## config.mk

```make
export PLATFORM = sky130hd
export DESIGN_NAME = bcd7_scan
export DESIGN_NICKNAME = d
export VERILOG_FILES = /design/src/rtl/bcd7_scan_pkg.sv /design/src/rtl/bcd7_scan_decode.sv /design/src/rtl/bcd7_scan.sv
export SDC_FILE = /design/constraint.sdc
export NUM_CORES = 1
export LEC_CHECK = 0
export CORE_ASPECT_RATIO = 1.4
export CORE_MARGIN = 2
export CORE_UTILIZATION = 35
export CTS_CLUSTER_DIAMETER = 50
export DETAILED_ROUTE_END_ITERATION = 6
export SYNTH_ARGS = -nofsm -noshare
export SYNTH_HDL_FRONTEND = slang
export SYNTH_SLANG_ARGS = --single-unit
```

## constraint.sdc

```tcl
create_clock -name clk -period 4.48 [get_ports clk]
set_input_delay 0.672 -clock clk [delete_from_list [all_inputs] [get_ports clk]]
set_output_delay 0.672 -clock clk [all_outputs]
set_load 0.1 [all_outputs]
```

## src/rtl/bcd7_scan_pkg.sv

```systemverilog
// Shared constants for the multiplexed 7-segment scanner: glyph table,
// segment bit positions and the all-dark segment pattern.
package bcd7_scan_pkg;

    // Bit positions inside o_seg = {dp,g,f,e,d,c,b,a}
    localparam int SEG_A  = 0;
    localparam int SEG_B  = 1;
    localparam int SEG_C  = 2;
    localparam int SEG_D  = 3;
    localparam int SEG_E  = 4;
    localparam int SEG_F  = 5;
    localparam int SEG_G  = 6;
    localparam int SEG_DP = 7;

    // Everything dark (segments are active-low)
    localparam logic [7:0] SEG_OFF     = 8'hFF;
    localparam logic [6:0] GLYPH_BLANK = 7'h7F;

    // Active-low g..a patterns for hex digits 0..F
    localparam logic [6:0] GLYPH [16] = '{
        7'h40, 7'h79, 7'h24, 7'h30,   // 0 1 2 3
        7'h19, 7'h12, 7'h02, 7'h78,   // 4 5 6 7
        7'h00, 7'h10, 7'h08, 7'h03,   // 8 9 A b
        7'h46, 7'h21, 7'h06, 7'h0E    // C d E F
    };

endpackage

```

## src/rtl/bcd7_scan_decode.sv

```systemverilog
// Nibble to active-low 7-segment glyph lookup (purely combinational).
module seg7_decode
    import bcd7_scan_pkg::*;
(
    input  logic [3:0] nib_i,
    output logic [6:0] glyph_o
);

    // Table lookup into the shared glyph constants
    always_comb begin
        glyph_o = GLYPH[nib_i];
    end

endmodule

```

## src/rtl/bcd7_scan.sv

```systemverilog
// Time-multiplexed 7-segment display scanner with tear-free frame buffering.
// New data is held in a pending buffer and only becomes visible at a frame
// wrap, so a frame never mixes old and new digits.
// Optional feature: define BCD7_SCAN_BLANK_EN to blank leading-zero digits.
module bcd7_scan
    import bcd7_scan_pkg::*;
#(
    parameter int DIGITS        = 4,
    parameter int REFRESH_DIV   = 100000,
    parameter bit AN_ACTIVE_LOW = 1'b1
) (
    input  logic                  clk,
    input  logic                  reset,
    input  logic [4*DIGITS-1:0]   i_data,
    input  logic [DIGITS-1:0]     i_dp,
    input  logic                  i_load,
    output logic [DIGITS-1:0]     o_an,
    output logic [7:0]            o_seg,
    output logic                  o_frame
);

    localparam int CNT_W = (REFRESH_DIV > 1) ? $clog2(REFRESH_DIV) : 1;
    localparam int IDX_W = (DIGITS > 1) ? $clog2(DIGITS) : 1;
    localparam logic [DIGITS-1:0] AN_OFF = AN_ACTIVE_LOW ? {DIGITS{1'b1}} : {DIGITS{1'b0}};

    logic [CNT_W-1:0]       cnt_q, cnt_d;
    logic [IDX_W-1:0]       idx_q, idx_d;
    logic                   run_q, run_d;     // set by first tick; outputs dark until then
    logic                   tick, wrap;

    logic [DIGITS-1:0][3:0] pend_q, pend_d;
    logic [DIGITS-1:0]      pdp_q, pdp_d;
    logic                   pflag_q, pflag_d;
    logic [DIGITS-1:0][3:0] disp_q, disp_d;
    logic [DIGITS-1:0]      ddp_q, ddp_d;

    logic [DIGITS-1:0]      an_q, an_d;
    logic [7:0]             seg_q, seg_d;
    logic                   frame_q, frame_d;

    logic [3:0]             nib;
    logic [6:0]             glyph, glyph_sel;
    logic [DIGITS-1:0]      an_onehot;

    assign tick = (cnt_q == CNT_W'(REFRESH_DIV - 1));
    assign wrap = tick && run_q && (idx_q == IDX_W'(DIGITS - 1));

    // Prescaler and digit index advance
    always_comb begin
        cnt_d = tick ? '0 : cnt_q + CNT_W'(1);
        run_d = run_q;
        idx_d = idx_q;
        if (tick) begin
            if (!run_q)    run_d = 1'b1;
            else if (wrap) idx_d = '0;
            else           idx_d = idx_q + IDX_W'(1);
        end
    end

    // Pending / display buffering; a load on the wrap cycle bypasses pending
    always_comb begin
        pend_d  = pend_q;
        pdp_d   = pdp_q;
        pflag_d = pflag_q;
        disp_d  = disp_q;
        ddp_d   = ddp_q;
        if (wrap) begin
            if (i_load) begin
                disp_d = i_data;
                ddp_d  = i_dp;
            end else if (pflag_q) begin
                disp_d = pend_q;
                ddp_d  = pdp_q;
            end
            pflag_d = 1'b0;
        end else if (i_load) begin
            pend_d  = i_data;
            pdp_d   = i_dp;
            pflag_d = 1'b1;
        end
    end

    assign nib = disp_q[idx_q];

    seg7_decode u_dec (
        .nib_i   (nib),
        .glyph_o (glyph)
    );

`ifdef BCD7_SCAN_BLANK_EN
    logic [DIGITS-1:0] blank;
    logic              lead;

    // Leading-zero mask: walk down from the top digit until a nonzero one
    always_comb begin
        blank = '0;
        lead  = 1'b1;
        for (int k = DIGITS - 1; k >= 1; k--) begin
            lead     = lead && (disp_q[k] == 4'd0);
            blank[k] = lead;
        end
        glyph_sel = blank[idx_q] ? GLYPH_BLANK : glyph;
    end
`else
    assign glyph_sel = glyph;
`endif

    // Next values for the registered display outputs
    always_comb begin
        an_onehot = DIGITS'(1) << idx_q;
        an_d      = AN_OFF;
        seg_d     = SEG_OFF;
        if (run_q) begin
            an_d          = AN_ACTIVE_LOW ? ~an_onehot : an_onehot;
            seg_d[6:0]    = glyph_sel;
            seg_d[SEG_DP] = ~ddp_q[idx_q];
        end
        frame_d = wrap;
    end

    // State and output registers
    always_ff @(posedge clk or negedge reset) begin
        if (!reset) begin
            cnt_q   <= '0;
            idx_q   <= '0;
            run_q   <= 1'b0;
            pend_q  <= '0;
            pdp_q   <= '0;
            pflag_q <= 1'b0;
            disp_q  <= '0;
            ddp_q   <= '0;
            an_q    <= AN_OFF;
            seg_q   <= SEG_OFF;
            frame_q <= 1'b0;
        end else begin
            cnt_q   <= cnt_d;
            idx_q   <= idx_d;
            run_q   <= run_d;
            pend_q  <= pend_d;
            pdp_q   <= pdp_d;
            pflag_q <= pflag_d;
            disp_q  <= disp_d;
            ddp_q   <= ddp_d;
            an_q    <= an_d;
            seg_q   <= seg_d;
            frame_q <= frame_d;
        end
    end

    assign o_an    = an_q;
    assign o_seg   = seg_q;
    assign o_frame = frame_q;

endmodule

```

==> results.md, run 1 <==
- Clock Latency Late Sink: 330 ps
- Area grow syn2layout: 20.5%
- Crit path cell chain: clkdlybuf4s50_1
- CP max-delay cell: clkdlybuf4s50_1
- Max Fclk: 379 MHz
- Met1 GRT Util: 15.5%
- Clock transition at path regs: 50 ps
- Tot Pwr: 0.00147 W
- Syn Inst Count: 265
- Port Buffers: 35
- Hold Fails Final Rpt: 0
- Post-Route WL: 6290 um
- Via-per-instance ratio: 4.80
- Int Power: 0.00116 W
- H-tree depth: 3
- WL/cell: 14.3 um
- Die width: 88.8 um
- Compound-gate portion of the synthesized area: 2.38%
- Post-synth EDFFs: 0
- ANT nets after route: 0
- Starting density of the core: 35.8%
- Post-synth cell types: 35
- RR Endpoint: pend_q[8]$_DFFE_PN0P_
- Final net count: 334
- Worst path bufs/invs: 1
- Post-synthesis xor/xnor area fraction: 3.23%
- Leak: 1.81 nW
- Vias in the first global route: 2,233
- Worst reg2reg path startpoint: idx_q[0]$_DFFE_PN0P_
- Clock Tree Buf Depth: 2
- Pwr/cell area: 345 nW/um^2
- Psw: 0.000306 W
- Filler cells: 927
- Synth Area in Simple Gates: 9.37%
- Worst path depth: 1
- Flop2flop setup slack: 2010 ps
- Std cell rows: 43
- Post-Syn Nets: 299
- Worst path max stage delay: 1120 ps
- # setup viols final: 0
- RSZ-0062 raised after global routing: no
- Cells on worst reg2reg path: 4
- Comb power frac: 7.1%
- CP startpoint kind: register
- Met3 usage: 3.90%
- Core Region: 9850 sq um
- Synthesized area: 3520 sq um
- Commonest non-fill, non-tap cell in the layout: dfrtp_1
- Net Sw Frac: 20.9%
- Cts hold-fix bufs: 0
- Initial antenna violation count: 0
- IO Count: 36
- Die Y: 123 um
- Sequential share of the synthesized area: 53.0%
- Outcome: completed
- Max_cap viols: 0
- Pins Over Slew Limit: 0
- Critical path arrival: 1960 ps
- CTS sink count: 74
- Layout cells sized above 1: 25.9%
- GRT overflow: 0
- CTS buffer count: 9
- Hold crit path type: primary input to asynchronous set/reset pin
- Synth Area per Inst: 13.3 sq um
- Vias: 2,111
- Initial DRC Count: 61
- Antenna Cells: 0
- Largest net degree at the start of global routing: 41
- Flop pwr share: 48.2%
- Final period utilization: 58.8%
- Endpoint class of the critical path: output pin
- Post-CTS Resized: 0
- Post-synth ARST share: 100%
- Root Buffer: clkbuf_16
- # DRC: 0
- Worst Path Required: 3810 ps
- Post-synthesis mux area share: 25.1%
- DR pass1 iterations: 4
- Final HPWL DP: 4390 um
- Die Area: 10,900 sq um
- Worst vdd ir: 232 uV
- Critical Path Fanout Max: 1
- Sum of negative setup slack: 0 ps
- Tmin final: 2640 ps
- Global route hottest layer: met2
- Worst rel slew slack: 27.8%
- Clock power share: 44.8%
- WS Path Type: register to output pin
- Highest-count cells in the layout ignoring fill and taps: 62 x dfrtp_1, 41 x mux2_2, 34 x clkdlybuf4s50_1, 24 x mux2_1, 18 x nand2_1
- Adder-cell share of the synthesized area: 3.90%
- First-pass GRT wire length: 10,800 um
- Worst Skew: 5.78 ps
- Postcts setup bufs: 0
- Final Wtd Congestion: 0.733
- Yosys Warn Count: 0
- Total GRT Usage: 13.2%
- CTS tree: yes
- Slew @ Worst Pin: 1080 ps
- Main synth FF type: dfrtp_1
- Largest family of logic cells by synthesized area: multiplexers
- Crit-path leading delay family: buffers and inverters
- Synth Register Bits: 74
- Met2 Resource Use GR: 22.5%
## cells in the mapped netlist, drive strengths merged (4+ instances only)
cell type | count | share of area, %
nand3 | 7 | 1.1
nor2 | 13 | 1.4
xnor2 | 6 | 1.5
dfrtp | 62 | 44
and3 | 5 | 0.89
mux2i | 4 | 1.1
buf | 10 | 2.1
o211ai | 4 | 0.85
inv | 5 | 0.53
nand4 | 6 | 1.1
nand2 | 18 | 1.9
ha | 11 | 3.9
mux2 | 65 | 21
o21ai | 5 | 0.71
xor2 | 7 | 1.7
clkbuf | 4 | 0.43
dfstp | 12 | 8.9
mux4 | 5 | 3.2
## metal layers
layer | wire length (um) | vias up | part of all wire [%]
met2 | 3310 | 34 | 53
met5 | 0 | - | 0
met3 | 232 | 8 | 3.7
met1 | 2630 | 1058 | 42
li1 | - | 1011 | -
met4 | 122 | 0 | 1.9
## worst max path at each step
| stage | from | to | slack (ps) |
|---|---|---|---|
| 6_report | o_seg[6]$_DFF_PN1_ | o_seg[6] | 1840 |
| 4_1_cts | o_seg[6]$_DFF_PN1_ | o_seg[6] | 1820 |
| 2_1_floorplan | idx_q[0]$_DFFE_PN0P_ | o_seg[3]$_DFF_PN1_ | 2660 |
| 5_1_grt | o_seg[2]$_DFF_PN1_ | o_seg[2] | 1790 |
| 3_3_place_gp | i_load | disp_q[2]$_DFFE_PN0P_ | 1970 |
| 3_5_place_dp | idx_q[0]$_DFFE_PN0P_ | pdp_q[2]$_DFFE_PN0P_ | 1920 |
## through the flow
step / worst slack, ps / util, % / hold slack (ps) / instance area [sq um] / instances
after floorplan: 2660 / - / 376 / 3520 / 265
after global placement: 1970 / 40.4 / 436 / 3980 / 424
after detailed placement: 1920 / 40.4 / 448 / 3980 / 424
after CTS: 1820 / 43.1 / 447 / 4250 / 440
after global routing: 1790 / 43.1 / 472 / 4250 / 440
final: 1840 / 43.1 / 423 / 4250 / 440
## cells by family after synthesis
kind of cell    count (synthesis)
mux                            74
flops                          74
simple gates                   61
buf+inv                        19
compound gates                 13
xor+xnor                       13
fa+ha+maj                      11
## registers in the layout, summed over array words and instances, names as in the netlist
register	count
o_frame	1
pflag_q	1
pdp_q	4
pend_q	16
disp_q	16
run_q	1
ddp_q	4
o_an	4
cnt_q	17
o_seg	8
idx_q	2
## power groups by stage
stage | Clock (W) | Sequential [W] | Combinational (W)
2_1_floorplan | 0 | 0.000713 | 0.0000608
3_3_place_gp | 0 | 0.000716 | 0.000105
3_5_place_dp | 0 | 0.000717 | 0.000107
4_1_cts | 0.000679 | 0.000706 | 0.000107
5_1_grt | 0.000710 | 0.000708 | 0.000116
6_report | 0.000656 | 0.000706 | 0.000104
## layout make-up
| type | instances | area [sq um] | area share [%] |
|---|---|---|---|
| sequential | 74 | 1870 | 43.9 |
| multi-input combinational | 172 | 1550 | 36.6 |
| timing repair buffer | 38 | 368 | 8.66 |
| clock buffer | 16 | 272 | 6.39 |
| tap | 135 | 169 | 3.98 |
| inverter | 5 | 18.8 | 0.442 |
No activity file was read; power rests on OpenSTA's default activity.
==> run 2: changes to the inputs <==
clock period = 2.6 ns   (was 4.48 ns; I/O delays follow)
==> results.md, run 2 (synthesis results as in run 1) <==
- Outcome: completed
- Flop pwr share: 48.1%
- Core Region: 9850 sq um
- CTS tree: yes
- Cts hold-fix bufs: 0
- DR pass1 iterations: 4
- Largest register FFs: 17
- Area occupied by multi-input gates: 1550 sq um
- # DRC: 0
- Int Power: 0.00199 W
- Hold crit path type: primary input to asynchronous set/reset pin
- Commonest non-fill, non-tap cell in the layout: dfrtp_1
- Root Buffer: clkbuf_16
- RSZ-0062 raised after global routing: no
- Pwr/cell area: 597 nW/um^2
- Die Area: 10,900 sq um
- # setup viols final: 0
- Critical path arrival: 2420 ps
- Clock power share: 44.7%
- Endpoint class of the critical path: register
- Worst Path Required: 2840 ps
- Die Y: 123 um
- Clock transition at path regs: 50 ps
- WS Path Type: register to register
- DP Worst Slack: 396 ps
- Die width: 88.8 um
- Final Wtd Congestion: 0.722
- Final net count: 335
- Vias: 2,108
- Area grow syn2layout: 20.2%
- Tmin final: 2170 ps
- Final HPWL DP: 4360 um
- Leak: 1.81 nW
- IO Count: 36
- Filler cells: 937
- Final Cell Area: 4240 sq um
- Largest registers: cnt_q: 17 flops, disp_q: 16 flops, pend_q: 16 flops
- Via-per-instance ratio: 4.79
- CTS buffer count: 9
- Critical Path Most Common Cell: inv_1
- H-tree depth: 3
- Std cell rows: 43
- Worst vdd ir: 230 uV
- Post-Route WL: 6350 um
- ANT nets after route: 0
- Psw: 0.000537 W
- Net Sw Frac: 21.2%
- Layout cells sized above 1: 31.1%
- Max_cap viols: 0
- Highest-count cells in the layout ignoring fill and taps: 62 x dfrtp_1, 41 x mux2_2, 24 x mux2_1, 21 x clkdlybuf4s50_1, 18 x nand2_1
- PnR worst setup slack: 426 ps
- Worst path max stage delay: 640 ps
- Largest net degree at the start of global routing: 75
- Clock Tree Buf Depth: 2
- Antenna Cells: 0
- Starting density of the core: 35.8%
- Initial DRC Count: 62
- Comb power frac: 7.2%
- Post-CTS Resized: 0
- Worst Skew: 6.18 ps
- Total GRT Usage: 13.3%
- Vias in the first global route: 2,239
- First-pass GRT wire length: 11,000 um
- Crit path cell chain: mux4_2 -> inv_1 -> ha_1 -> inv_1 -> nor2_1 -> a21oi_1 -> o211ai_1
- Biggest register: cnt_q
- Final period utilization: 83.6%
- Slew @ Worst Pin: 480 ps
- Hold Fails Final Rpt: 0
- CP max-delay cell: mux4_2
- Critical Path Fanout Max: 10
- Placed cell areas: 3960 sq um
- Hold slack: 70.0 ps
- Postcts setup bufs: 0
- GRT overflow: 0
- CTS sink count: 74
- Storage cell area: 1870 sq um
- Pins Over Slew Limit: 0
- Clock Latency Late Sink: 330 ps
- Port Buffers: 35
- WL/cell: 14.4 um
- Worst rel slew slack: 68.0%
- Initial antenna violation count: 0
- Max Fclk: 460 MHz
- CP startpoint kind: register
- Sum of negative setup slack: 0 ps
## run 2: worst paths after layout
| path | startpoint | to | slack [ps] | cells after the start |
|---|---|---|---|---|
| hold reg to reg | cnt_q[0]$_DFF_PN0_ | cnt_q[0]$_DFF_PN0_ | 460 | 1 |
| setup / recovery | idx_q[0]$_DFFE_PN0P_ | o_seg[0]$_DFF_PN1_ | 430 | 7 |
| max in group asynchronous | reset | o_seg[6]$_DFF_PN1_ | 2160 | 2 |
| setup reg to reg | idx_q[0]$_DFFE_PN0P_ | o_seg[0]$_DFF_PN1_ | 430 | 7 |
| min in group clk | cnt_q[0]$_DFF_PN0_ | cnt_q[0]$_DFF_PN0_ | 460 | 1 |
| hold / removal | reset | cnt_q[8]$_DFF_PN0_ | 70 | 2 |
## run 2: metal layers
metal | GRT usage [%] | wire length, um | vias up
met1 | 15.7 | 2640 | 1054
met4 | 7.29 | 177 | 0
met2 | 22.1 | 3300 | 38
li1 | - | - | 1005
met3 | 3.03 | 234 | 11
met5 | 0 | 0 | -
## run 2: through the flow
| stage | instances | utilization, % | total power (W) |
|---|---|---|---|
| detailed placement | 425 | 40.3 | 0.00142 |
| CTS | 440 | 43.0 | 0.00257 |
| floorplan | 265 | - | 0.00133 |
| global route | 440 | 43.0 | 0.00265 |
| global placement | 425 | 40.3 | 0.00142 |
| finish | 440 | 43.0 | 0.00253 |
## run 2: area by class of cell
cell class | instances | share of cell area, %
well taps | 135 | 3.99
multi-input cells | 172 | 36.7
clock inverters | 2 | 0.295
repair buffers | 39 | 8.39
flip-flops and latches | 74 | 44.1
inverters | 5 | 0.443
clock buffers | 13 | 6.14
## run 2: worst max-delay path, delay by kind of cell (launching register included)
family / cells / cell delay, ps
muxes: 1 / 640
DFF: 1 / 630
buffers and inverters: 2 / 260
AOI/OAI and AO/OA: 2 / 240
adders and majority gates: 1 / 200
and+or+nand+nor: 1 / 120
## run 2: power by group through the flow
stage | Sequential (W) | Combinational (W) | Clock [W]
finish | 0.00122 | 0.000182 | 0.00113
global route | 0.00122 | 0.000204 | 0.00122
CTS | 0.00122 | 0.000189 | 0.00116
detailed placement | 0.00124 | 0.000188 | 0
global placement | 0.00123 | 0.000184 | 0
floorplan | 0.00123 | 0.000105 | 0
==> run 3: changes to the inputs <==
clock period = 1.83 ns   (was 2.6 ns; I/O delays follow)
==> results.md, run 3 (synthesis results as in run 1) <==
- Sum of negative setup slack: -457 ps
- RR Endpoint: disp_q[6]$_DFFE_PN0P_
- Critical Path Fanout Max: 5
- Largest net degree at the start of global routing: 43
- Leak: 2.20 nW
- # DRC: 0
- Cells on worst reg2reg path: 7
- WS Path Type: register to register
- Crit-path leading delay family: simple AND/OR/NAND/NOR gates
- Initial DRC Count: 74
- Flop2flop setup slack: -50 ps
- DR pass1 iterations: 4
- IO Count: 36
- Pins Over Slew Limit: 0
- Critical path arrival: 2090 ps
- Port Buffers: 35
- Worst rel slew slack: 71.6%
- Highest-count cells in the layout ignoring fill and taps: 61 x dfrtp_1, 33 x mux2_2, 30 x buf_4, 23 x mux2_4, 21 x clkdlybuf4s50_1
- GRT overflow: 0
- Core Region: 9850 sq um
- Final Cell Area: 5050 sq um
- CP startpoint kind: register
- Hold Fails Final Rpt: 0
- Psw: 0.000818 W
- PnR worst setup slack: -48.9 ps
- Vias in the first global route: 2,495
- Hold crit path type: primary input to asynchronous set/reset pin
- Worst Path Required: 2040 ps
- Endpoint class of the critical path: register
- Std cell rows: 43
- Max Fclk: 532 MHz
- Filler cells: 820
- Clock Latency Late Sink: 330 ps
- Initial antenna violation count: 0
- Biggest register: cnt_q
- Net Sw Frac: 20.3%
- Final HPWL DP: 4880 um
- Starting density of the core: 35.8%
- RSZ-0062 raised after global routing: yes
- Die width: 88.8 um
- Clock power share: 49.0%
- Comb power frac: 8.1%
- # setup viols final: 27
- Crit path cell chain: ha_2 -> and4_4 -> nand3_4 -> nor3_4 -> buf_12 -> clkbuf_16 -> mux2_1
- Layout cells sized above 1: 48.4%
- H-tree depth: 3
- Via-per-instance ratio: 4.83
- CTS tree: yes
- Worst path depth: 7
- Outcome: finished with violations
- Die Area: 10,900 sq um
- CTS buffer count: 9
- Pwr/cell area: 799 nW/um^2
- Worst path bufs/invs: 2
- Worst vdd ir: 385 uV
- Clock Tree Buf Depth: 2
- Largest register FFs: 17
- Post-Route WL: 7390 um
- Worst Skew: 4.39 ps
- CP endpoint: disp_q[6]$_DFFE_PN0P_
- Worst reg2reg path startpoint: cnt_q[0]$_DFF_PN0_
- Placed cell areas: 4350 sq um
- Total GRT Usage: 14.9%
- Flop pwr share: 42.8%
- Final period utilization: 103%
- Tmin final: 1880 ps
- Antenna Cells: 0
- Area grow syn2layout: 43.3%
- Max_cap viols: 0
- Largest registers: cnt_q: 17 flops, disp_q: 16 flops, pend_q: 16 flops
- WL/cell: 15.5 um
- Vias: 2,310
- Crit path from: cnt_q[0]$_DFF_PN0_
- Commonest non-fill, non-tap cell in the layout: dfrtp_1
- Final net count: 372
- Die Y: 123 um
- ANT nets after route: 0
- Failing checks: setup timing
- CTS sink count: 74
- First-pass GRT wire length: 12,100 um
- Slew @ Worst Pin: 425 ps
- CP max-delay cell: dfrtp_1
- Worst path max stage delay: 350 ps
- Root Buffer: clkbuf_16
- Int Power: 0.00322 W
- Clock transition at path regs: 60 ps
- Final Wtd Congestion: 0.762
[run 3: routing by layer]
metal  vias to the layer above  GRT usage (%)  part of all wire, %  wire [um]
met5                         -              0                    0          0
met4                         0           7.77                  2.7        197
met3                        12           2.69                  2.7        202
met2                        45           26.5                   53       3940
met1                      1169           16.5                   41       3050
li1                       1084              -                    -          -
[run 3: power groups by stage]
stage	clock (W)	combinational (W)	sequential [W]
finish	0.00198	0.000329	0.00173
global route	0.00210	0.000360	0.00174
CTS	0.00201	0.000294	0.00173
detailed placement	0	0.000289	0.00176
global placement	0	0.000283	0.00175
floorplan	0	0.000149	0.00175
[run 3: area by class of cell]
type	count	area (sq um)	share of cell area [%]
Clock buffer	10	229	4.53
Clock inverter	6	105	2.08
Inverter	5	21.3	0.421
Multi-Input combinational cell	172	1770	35.1
Sequential cell	74	1870	37.0
Tap cell	135	169	3.34
Timing Repair Buffer	76	888	17.6
[run 3: worst min-delay path by stage]
stage | to | cells after the start
final | cnt_q[10]$_DFF_PN0_ | 2
after global routing | cnt_q[2]$_DFF_PN0_ | 2
after CTS | cnt_q[2]$_DFF_PN0_ | 2
after detailed placement | cnt_q[7]$_DFF_PN0_ | 1
after global placement | cnt_q[10]$_DFF_PN0_ | 1
after floorplan | cnt_q[0]$_DFF_PN0_ | 0
[run 3: stage by stage]
step                      std cells  setup WS (ps)  hold WS, ps  total power, W  utilization, %
after CTS                       474           5.15          434         0.00403            48.9
after global placement          452          -55.7          235         0.00204            44.2
after global routing            478           -135          448         0.00419            51.3
after floorplan                 265           9.15        -21.1         0.00189               -
final                           478          -48.9          425         0.00404            51.3
after detailed placement        452          -69.1          235         0.00204            44.2
[run 3: what timing repair did]
| item | 4_1_cts | 5_1_grt |
|---|---|---|
| pin swaps | 2 | 8 |
| gates cloned | 1 | 1 |
| gates resized for setup | 10 | 46 |
| hold buffers | 1 | 0 |
| setup endpoints to repair | 28 | 47 |
| hold endpoints to repair | 15 | 0 |
| buffers inserted | 4 | 3 |
